==> src/rtl/mioc_pkg.sv <==
`default_nettype none
// ============================================================================
//  Module      : mioc_pkg
//  Description : Shared definitions for the flop driver. Includes the state
//                encoding, the res_data field offsets, the pattern-entry
//                width, the err_cnt width and a saturating increment helper.
//  Revision    : 1.0 - initial release
// ============================================================================
package mioc_pkg;

    typedef enum logic [2:0] {
        ST_IDLE   = 3'd0,
        ST_DRIVE  = 3'd1,
        ST_SAMPLE = 3'd2,
        ST_EMIT   = 3'd3,
        ST_FIN    = 3'd4
    } state_t;

    // One buffer entry is {in1,in2,in3,in4,expected_q}
    localparam int c_ENTRY_W = 5;

    // res_data = {in1,in2,in3,in4,q,qbar}
    localparam int c_RES_W       = 6;
    localparam int c_RES_QBAR    = 0;
    localparam int c_RES_Q       = 1;
    localparam int c_RES_PAT_LSB = 2;
    localparam int c_RES_PAT_MSB = 5;

    localparam int c_ERR_W = 8;

    // Add one, sticking at all-ones
    function automatic logic [c_ERR_W-1:0] sat_inc(input logic [c_ERR_W-1:0] v);
        return (v == {c_ERR_W{1'b1}}) ? v : v + 1'b1;
    endfunction

endpackage
`default_nettype wire

==> src/rtl/mioc_pat_buf.sv <==
`default_nettype none
// ============================================================================
//  Module      : mioc_pat_buf
//  Description : Pattern storage, DEPTH x 5 bits, one synchronous write port
//                and one asynchronous read port. Contents have no reset.
//  Revision    : 1.0 - initial release
// ============================================================================
module mioc_pat_buf
    import mioc_pkg::*;
#(
    parameter int DEPTH = 16,
    parameter int AW    = $clog2(DEPTH)
) (
    input  logic                 clk,
    input  logic                 i_wr_en,
    input  logic [AW-1:0]        i_wr_addr,
    input  logic [c_ENTRY_W-1:0] i_wr_data,
    input  logic [AW-1:0]        i_rd_addr,
    output logic [c_ENTRY_W-1:0] o_rd_data
);

    logic [c_ENTRY_W-1:0] r_mem [DEPTH];

    // Write port
    always_ff @(posedge clk) begin
        if (i_wr_en) begin
            r_mem[i_wr_addr] <= i_wr_data;
        end
    end

    assign o_rd_data = r_mem[i_rd_addr];

endmodule
`default_nettype wire

==> src/rtl/mioc_flop_driver.sv <==
`default_nettype none
// ============================================================================
//  Module      : mioc_flop_driver
//  Description : Replays stored 4-bit patterns onto a flop under test, holds
//                each for DWELL cycles, samples q/qbar, streams results over
//                a valid/ready port and counts errors (q==qbar).
//                Optional macro MIOC_FLOP_DRIVER_COMPARE_EN also counts an
//                error when q differs from the stored expected bit.
//  Revision    : 1.0 - initial release
// ============================================================================
module mioc_flop_driver
    import mioc_pkg::*;
#(
    parameter int DEPTH = 16,
    parameter int DWELL = 100
) (
    input  logic                 clk,
    input  logic                 rst,
    input  logic                 clr,
    input  logic                 wr_en,
    input  logic [4:0]           wr_data,
    input  logic                 start,
    output logic                 in1,
    output logic                 in2,
    output logic                 in3,
    output logic                 in4,
    input  logic                 q,
    input  logic                 qbar,
    output logic                 busy,
    output logic                 done,
    output logic                 res_valid,
    input  logic                 res_ready,
    output logic [c_RES_W-1:0]   res_data,
    output logic [c_ERR_W-1:0]   err_cnt
);

    localparam int c_IDX_W = $clog2(DEPTH);
    localparam int c_CNT_W = c_IDX_W + 1;
    localparam int c_DW_W  = (DWELL > 1) ? $clog2(DWELL) : 1;
    localparam logic [c_CNT_W-1:0] c_FULL       = c_CNT_W'(DEPTH);
    localparam logic [c_DW_W-1:0]  c_DWELL_LAST = c_DW_W'(DWELL - 1);

    state_t                 r_state;
    state_t                 w_next;
    logic [c_CNT_W-1:0]     r_wr_ptr;
    logic [c_CNT_W-1:0]     r_count;
    logic [c_IDX_W-1:0]     r_index;
    logic [c_DW_W-1:0]      r_dwell;
    logic [3:0]             r_pat;
    logic [c_RES_W-1:0]     r_res;
    logic [c_ERR_W-1:0]     r_err;
    logic [c_IDX_W-1:0]     w_rd_addr;
    logic [c_ENTRY_W-1:0]   w_rd_data;
    logic                   w_idle;
    logic                   w_hs;
    logic                   w_is_last;
    logic                   w_wr_ok;
    logic                   w_start_run;
    logic                   w_load;
    logic                   w_err_hit;

    assign w_idle      = (r_state == ST_IDLE);
    assign w_hs        = (r_state == ST_EMIT) && res_ready;
    assign w_is_last   = ({1'b0, r_index} == (r_count - 1'b1));
    assign w_start_run = w_idle && !clr && start;
    assign w_wr_ok     = !rst && w_idle && wr_en && !clr && !start && (r_wr_ptr != c_FULL);
    assign w_load      = (w_start_run && (r_count != '0)) || (w_hs && !w_is_last);
    // Entry 0 when starting, otherwise the entry after the current one
    assign w_rd_addr   = w_idle ? '0 : r_index + 1'b1;

    mioc_pat_buf #(
        .DEPTH (DEPTH)
    ) u_pat_buf (
        .clk       (clk),
        .i_wr_en   (w_wr_ok),
        .i_wr_addr (r_wr_ptr[c_IDX_W-1:0]),
        .i_wr_data (wr_data),
        .i_rd_addr (w_rd_addr),
        .o_rd_data (w_rd_data)
    );

`ifdef MIOC_FLOP_DRIVER_COMPARE_EN
    logic r_exp;

    // Capture the expected q alongside the pattern being driven
    always_ff @(posedge clk) begin
        if (rst) begin
            r_exp <= 1'b0;
        end else if (w_load) begin
            r_exp <= w_rd_data[0];
        end
    end

    assign w_err_hit = (q == qbar) || (q != r_exp);
`else
    logic w_unused_exp;
    assign w_unused_exp = w_rd_data[0];
    assign w_err_hit    = (q == qbar);
`endif

    // State register
    always_ff @(posedge clk) begin
        if (rst) begin
            r_state <= ST_IDLE;
        end else begin
            r_state <= w_next;
        end
    end

    // Next-state logic; clr outranks start in IDLE
    always_comb begin
        w_next = r_state;
        case (r_state)
            ST_IDLE:   if (!clr && start) w_next = (r_count != '0) ? ST_DRIVE : ST_FIN;
            ST_DRIVE:  if (r_dwell == c_DWELL_LAST) w_next = ST_SAMPLE;
            ST_SAMPLE: w_next = ST_EMIT;
            ST_EMIT:   if (res_ready) w_next = w_is_last ? ST_FIN : ST_DRIVE;
            ST_FIN:    w_next = ST_IDLE;
            default:   w_next = ST_IDLE;
        endcase
    end

    // Entry count survives rst so a run can be replayed after an abort;
    // only clr empties it, and each accepted write sets it to pointer+1
    always_ff @(posedge clk) begin
        if (!rst && w_idle && clr) begin
            r_count <= '0;
        end else if (w_wr_ok) begin
            r_count <= r_wr_ptr + 1'b1;
        end
    end

    // Datapath: write pointer, run index, dwell timer, driven pattern, results
    always_ff @(posedge clk) begin
        if (rst) begin
            r_wr_ptr <= '0;
            r_index  <= '0;
            r_dwell  <= '0;
            r_pat    <= '0;
            r_res    <= '0;
            r_err    <= '0;
        end else begin
            if (w_idle && clr) begin
                r_wr_ptr <= '0;
            end else if (w_wr_ok) begin
                r_wr_ptr <= r_wr_ptr + 1'b1;
            end

            if (w_start_run) begin
                r_err   <= '0;
                r_index <= '0;
            end else if (w_hs && !w_is_last) begin
                r_index <= r_index + 1'b1;
            end

            if (w_load) begin
                r_pat   <= w_rd_data[4:1];
                r_dwell <= '0;
            end else if (r_state == ST_DRIVE) begin
                r_dwell <= r_dwell + 1'b1;
            end

            if (r_state == ST_SAMPLE) begin
                r_res[c_RES_PAT_MSB:c_RES_PAT_LSB] <= r_pat;
                r_res[c_RES_Q]                     <= q;
                r_res[c_RES_QBAR]                  <= qbar;
                if (w_err_hit) begin
                    r_err <= sat_inc(r_err);
                end
            end
        end
    end

    assign in1       = r_pat[3];
    assign in2       = r_pat[2];
    assign in3       = r_pat[1];
    assign in4       = r_pat[0];
    assign busy      = !w_idle;
    assign done      = (r_state == ST_FIN);
    assign res_valid = (r_state == ST_EMIT);
    assign res_data  = r_res;
    assign err_cnt   = r_err;

endmodule
`default_nettype wire

==> config.mk <==
export PLATFORM = sky130hd
export DESIGN_NAME = mioc_flop_driver
export DESIGN_NICKNAME = d
export VERILOG_FILES = /design/src/rtl/mioc_pkg.sv /design/src/rtl/mioc_pat_buf.sv /design/src/rtl/mioc_flop_driver.sv
export SDC_FILE = /design/constraint.sdc
export NUM_CORES = 1
export LEC_CHECK = 0
export CAP_MARGIN = 15
export CORE_UTILIZATION = 50
export CTS_CLUSTER_DIAMETER = 30
export DETAILED_ROUTE_END_ITERATION = 10
export PLACE_DENSITY = 0.69
export SYNTH_ARGS = -nofsm -noshare
export SYNTH_HDL_FRONTEND = slang
export SYNTH_HIERARCHICAL = 1
export SYNTH_SLANG_ARGS = --single-unit
==> constraint.sdc <==
create_clock -name clk -period 3 [get_ports clk]
set_clock_uncertainty 0.1 [all_clocks]
set_input_delay 0.6 -clock clk [delete_from_list [all_inputs] [get_ports clk]]
set_output_delay 0.6 -clock clk [all_outputs]
set_load 0.02 [all_outputs]
==> summary.log <==
qor: critical_path.critical_path.startpoint_type primary input
qor: critical_path.worst-setup-path-type in -> reg
qor: run.cap_violations 0
qor: final_layout.utilization 59.10%
qor: grt.vias_in_the_first_global_route 2989
qor: power_and_ir_drop.power 3.046 mW
qor: power_and_ir_drop.power.static_leakage 1.857 nW
qor: timing.final_hold_viol_count 0
qor: outcome.status complete, no violations
qor: clock_network.clk-insertion-delay-late 0.38 ns
qor: critical_path.slowest_delay 0.49 ns
qor: synth.netlist_instances 373
qor: critical_path.crit_family simple AND/OR/NAND/NOR gates
qor: final_layout.insertedDiodeCount 0
qor: critical_path.r2r_cells 9
qor: timing.drv_slew 0
qor: critical_path.timing.critical_path.cells clkdlybuf4s50_1 -> nor4b_1 -> buf_4 -> o311ai_2 -> inv_2 -> or3b_2 -> nor2_1
qor: route.drt-total-wl 8792 µm
qor: critical_path.arrival 2.51 ns
qor: final_layout.area_growth_from_synthesis_to_final_layout 15.04%
qor: timing.fmax 390.8 MHz
qor: worst_hold_path.min-delay-path-class reg -> reg
qor: grt.grt_antenna_before_repair 0
qor: placement.placement.io_buffers 32
qor: clock_network.htreeDepth 3
qor: final_layout.mostFrequentLayoutCells edfxtp_1, dfxtp_1, nor2_1
qor: grt.grt_max_degree 25
qor: timing.unrepaired_setup_endpoints_after_global_routing no
qor: floorplan.fp.dieArea 9842 µm²
qor: timing.final.period_utilization 85.30%
qor: clock_network.cts-buffers-inserted 9
qor: final_layout.leading_cell_type_in_the_layout_fill_and_taps_excluded edfxtp_1
qor: clock_network.cts_tree done
qor: critical_path.critPathRequiredTime 2.95 ns
qor: placement.place_worst_setup_slack 0.02868 ns
qor: clock_network.cts_buffer_depth 2
qor: floorplan.die_height 99.21 µm
qor: final_layout.fin_cells 539
qor: synth.syn-cell-area 4725 µm²
qor: timing.tightestPinTransition 0.6364 ns
qor: final_layout.final_design_area_excluding_fillers 5435 µm²
qor: floorplan.floorplan.io_pins 34
qor: route.dr.first_iter.drc_count 135
qor: route.detail_route.first_pass.iterations 4
qor: grt.grt_overflow 0
qor: critical_path.worstPathBufferInverterCount 3
qor: synth.ys_warn_count 6
qor: critical_path.timing.critical_path.to_type flop
qor: final_layout.num-nets-final 442
qor: critical_path.timing.critical_path.slowest_stage_cell clkdlybuf4s50_1
qor: placement.detailed_place.area 5251 µm²
qor: route.detail_route.drc_violations 0
qor: placement.hpwl_after_dpl 6071 µm
qor: placement.gp_congestion 0.7521
qor: timing.timing.hold.ws 0.3954 ns
qor: clock_network.cts_num_sinks 106
qor: timing.min_period 2.559 ns
qor: timing.maxSlewHeadroom 56.98%
qor: power_and_ir_drop.worst_ir_drop_vdd 293.0 µV
qor: critical_path.path_max_fanout 4
qor: floorplan.core_area 9196 µm²
qor: power_and_ir_drop.power.density 560.4 nW/µm²
qor: synth.mean_instance_size_in_the_synthesized_netlist 12.67 µm²
qor: route.route.detailed.wl_per_inst 16.31 µm
qor: clock_network.cts.reportedPaths.clkPinSlew 0.10 ns
qor: clock_network.cts-resized-gates 0
qor: clock_network.cts_hold_buffers 0
qor: floorplan.floorplan.rows 35
qor: grt.grt.total_usage 19.67%
qor: floorplan.initial_utilization 51.37%
qor: clock_network.cts.root.buffer_cell clkbuf_8
qor: critical_path.cp_num_cells 7
qor: grt.grt_first_pass_wirelength 14730 µm
qor: timing.final_critical_path_setup_slack 0.4410 ns
qor: route.avgViaCountPerCell 5.495
qor: final_layout.layout_cells_sized_above_1 19.16%
qor: worst_hold_path.min_path_cells 2
qor: timing.final-setup-viol-count 0
qor: final_layout.nFillCells 750
qor: route.ant_nets 0
qor: clock_network.postCtsSetupRepairBufs 0
qor: floorplan.fp.dieW 99.21 µm
qor: timing.totalNegativeSetupSlack 0 ns
qor: placement.place.detailed.instances 523
qor: synth.synthesis.nets 392
qor: route.vias_after_detailed_routing 2962
final timing paths:
check	startpoint	end	slack [ns]
min	r_count[1]$_SDFFE_PP0P_	r_count[1]$_SDFFE_PP0P_	0.40
max	rst	u_pat_buf/r_mem[2][3]$_DFFE_PP_	0.44
min reg2reg	r_count[1]$_SDFFE_PP0P_	r_count[1]$_SDFFE_PP0P_	0.40
max reg2reg	r_state[1]$_SDFFE_PP0P_	r_pat[0]$_SDFFE_PP0P_	0.46
flip-flops by register name (all words and copies together) (netlist names):
register	cells
r_count	5
err_cnt	8
r_wr_ptr	5
r_index	4
r_pat	4
r_state	3
r_dwell	7
res_data	6
u_pat_buf/r_mem	64
power by group:
group          switching (mW)  internal (mW)  total (mW)  leakage, nW
Sequential             0.0489           1.57        1.62        0.915
Combinational           0.295          0.288       0.583        0.850
Clock                   0.515          0.323       0.839       0.0917
Total                   0.859           2.19        3.05         1.86
worst reg2reg max path, cell delays in order, from the launching register on:
cell and delay [ns]:
dfxtp_1 0.53, nor3_4 0.08, buf_4 0.18, nor2_2 0.08, buf_4 0.31, mux4_2 0.56, a22oi_1 0.32, nand3_1 0.12
nand2b_1 0.08, mux2i_1 0.06
per-layer routing:
layer	up-vias	wire length (µm)	GRT usage [%]
li1	1465	-	-
met1	1426	4130	26.07
met2	58	4174	32.00
met3	13	326	4.427
met4	0	161	7.014
met5	-	0	0
layout make-up:
class | count | area (µm²) | share of cell area (%)
Multi-Input combinational cell | 243 | 1834 | 33.75
Clock buffer | 10 | 127.6 | 2.348
Clock inverter | 6 | 56.30 | 1.036
Timing Repair Buffer | 53 | 478.0 | 8.794
Sequential cell | 106 | 2763 | 50.83
Tap cell | 111 | 138.9 | 2.555
Inverter | 10 | 37.54 | 0.6906
Note: power is estimated with default switching activity, not from simulation.
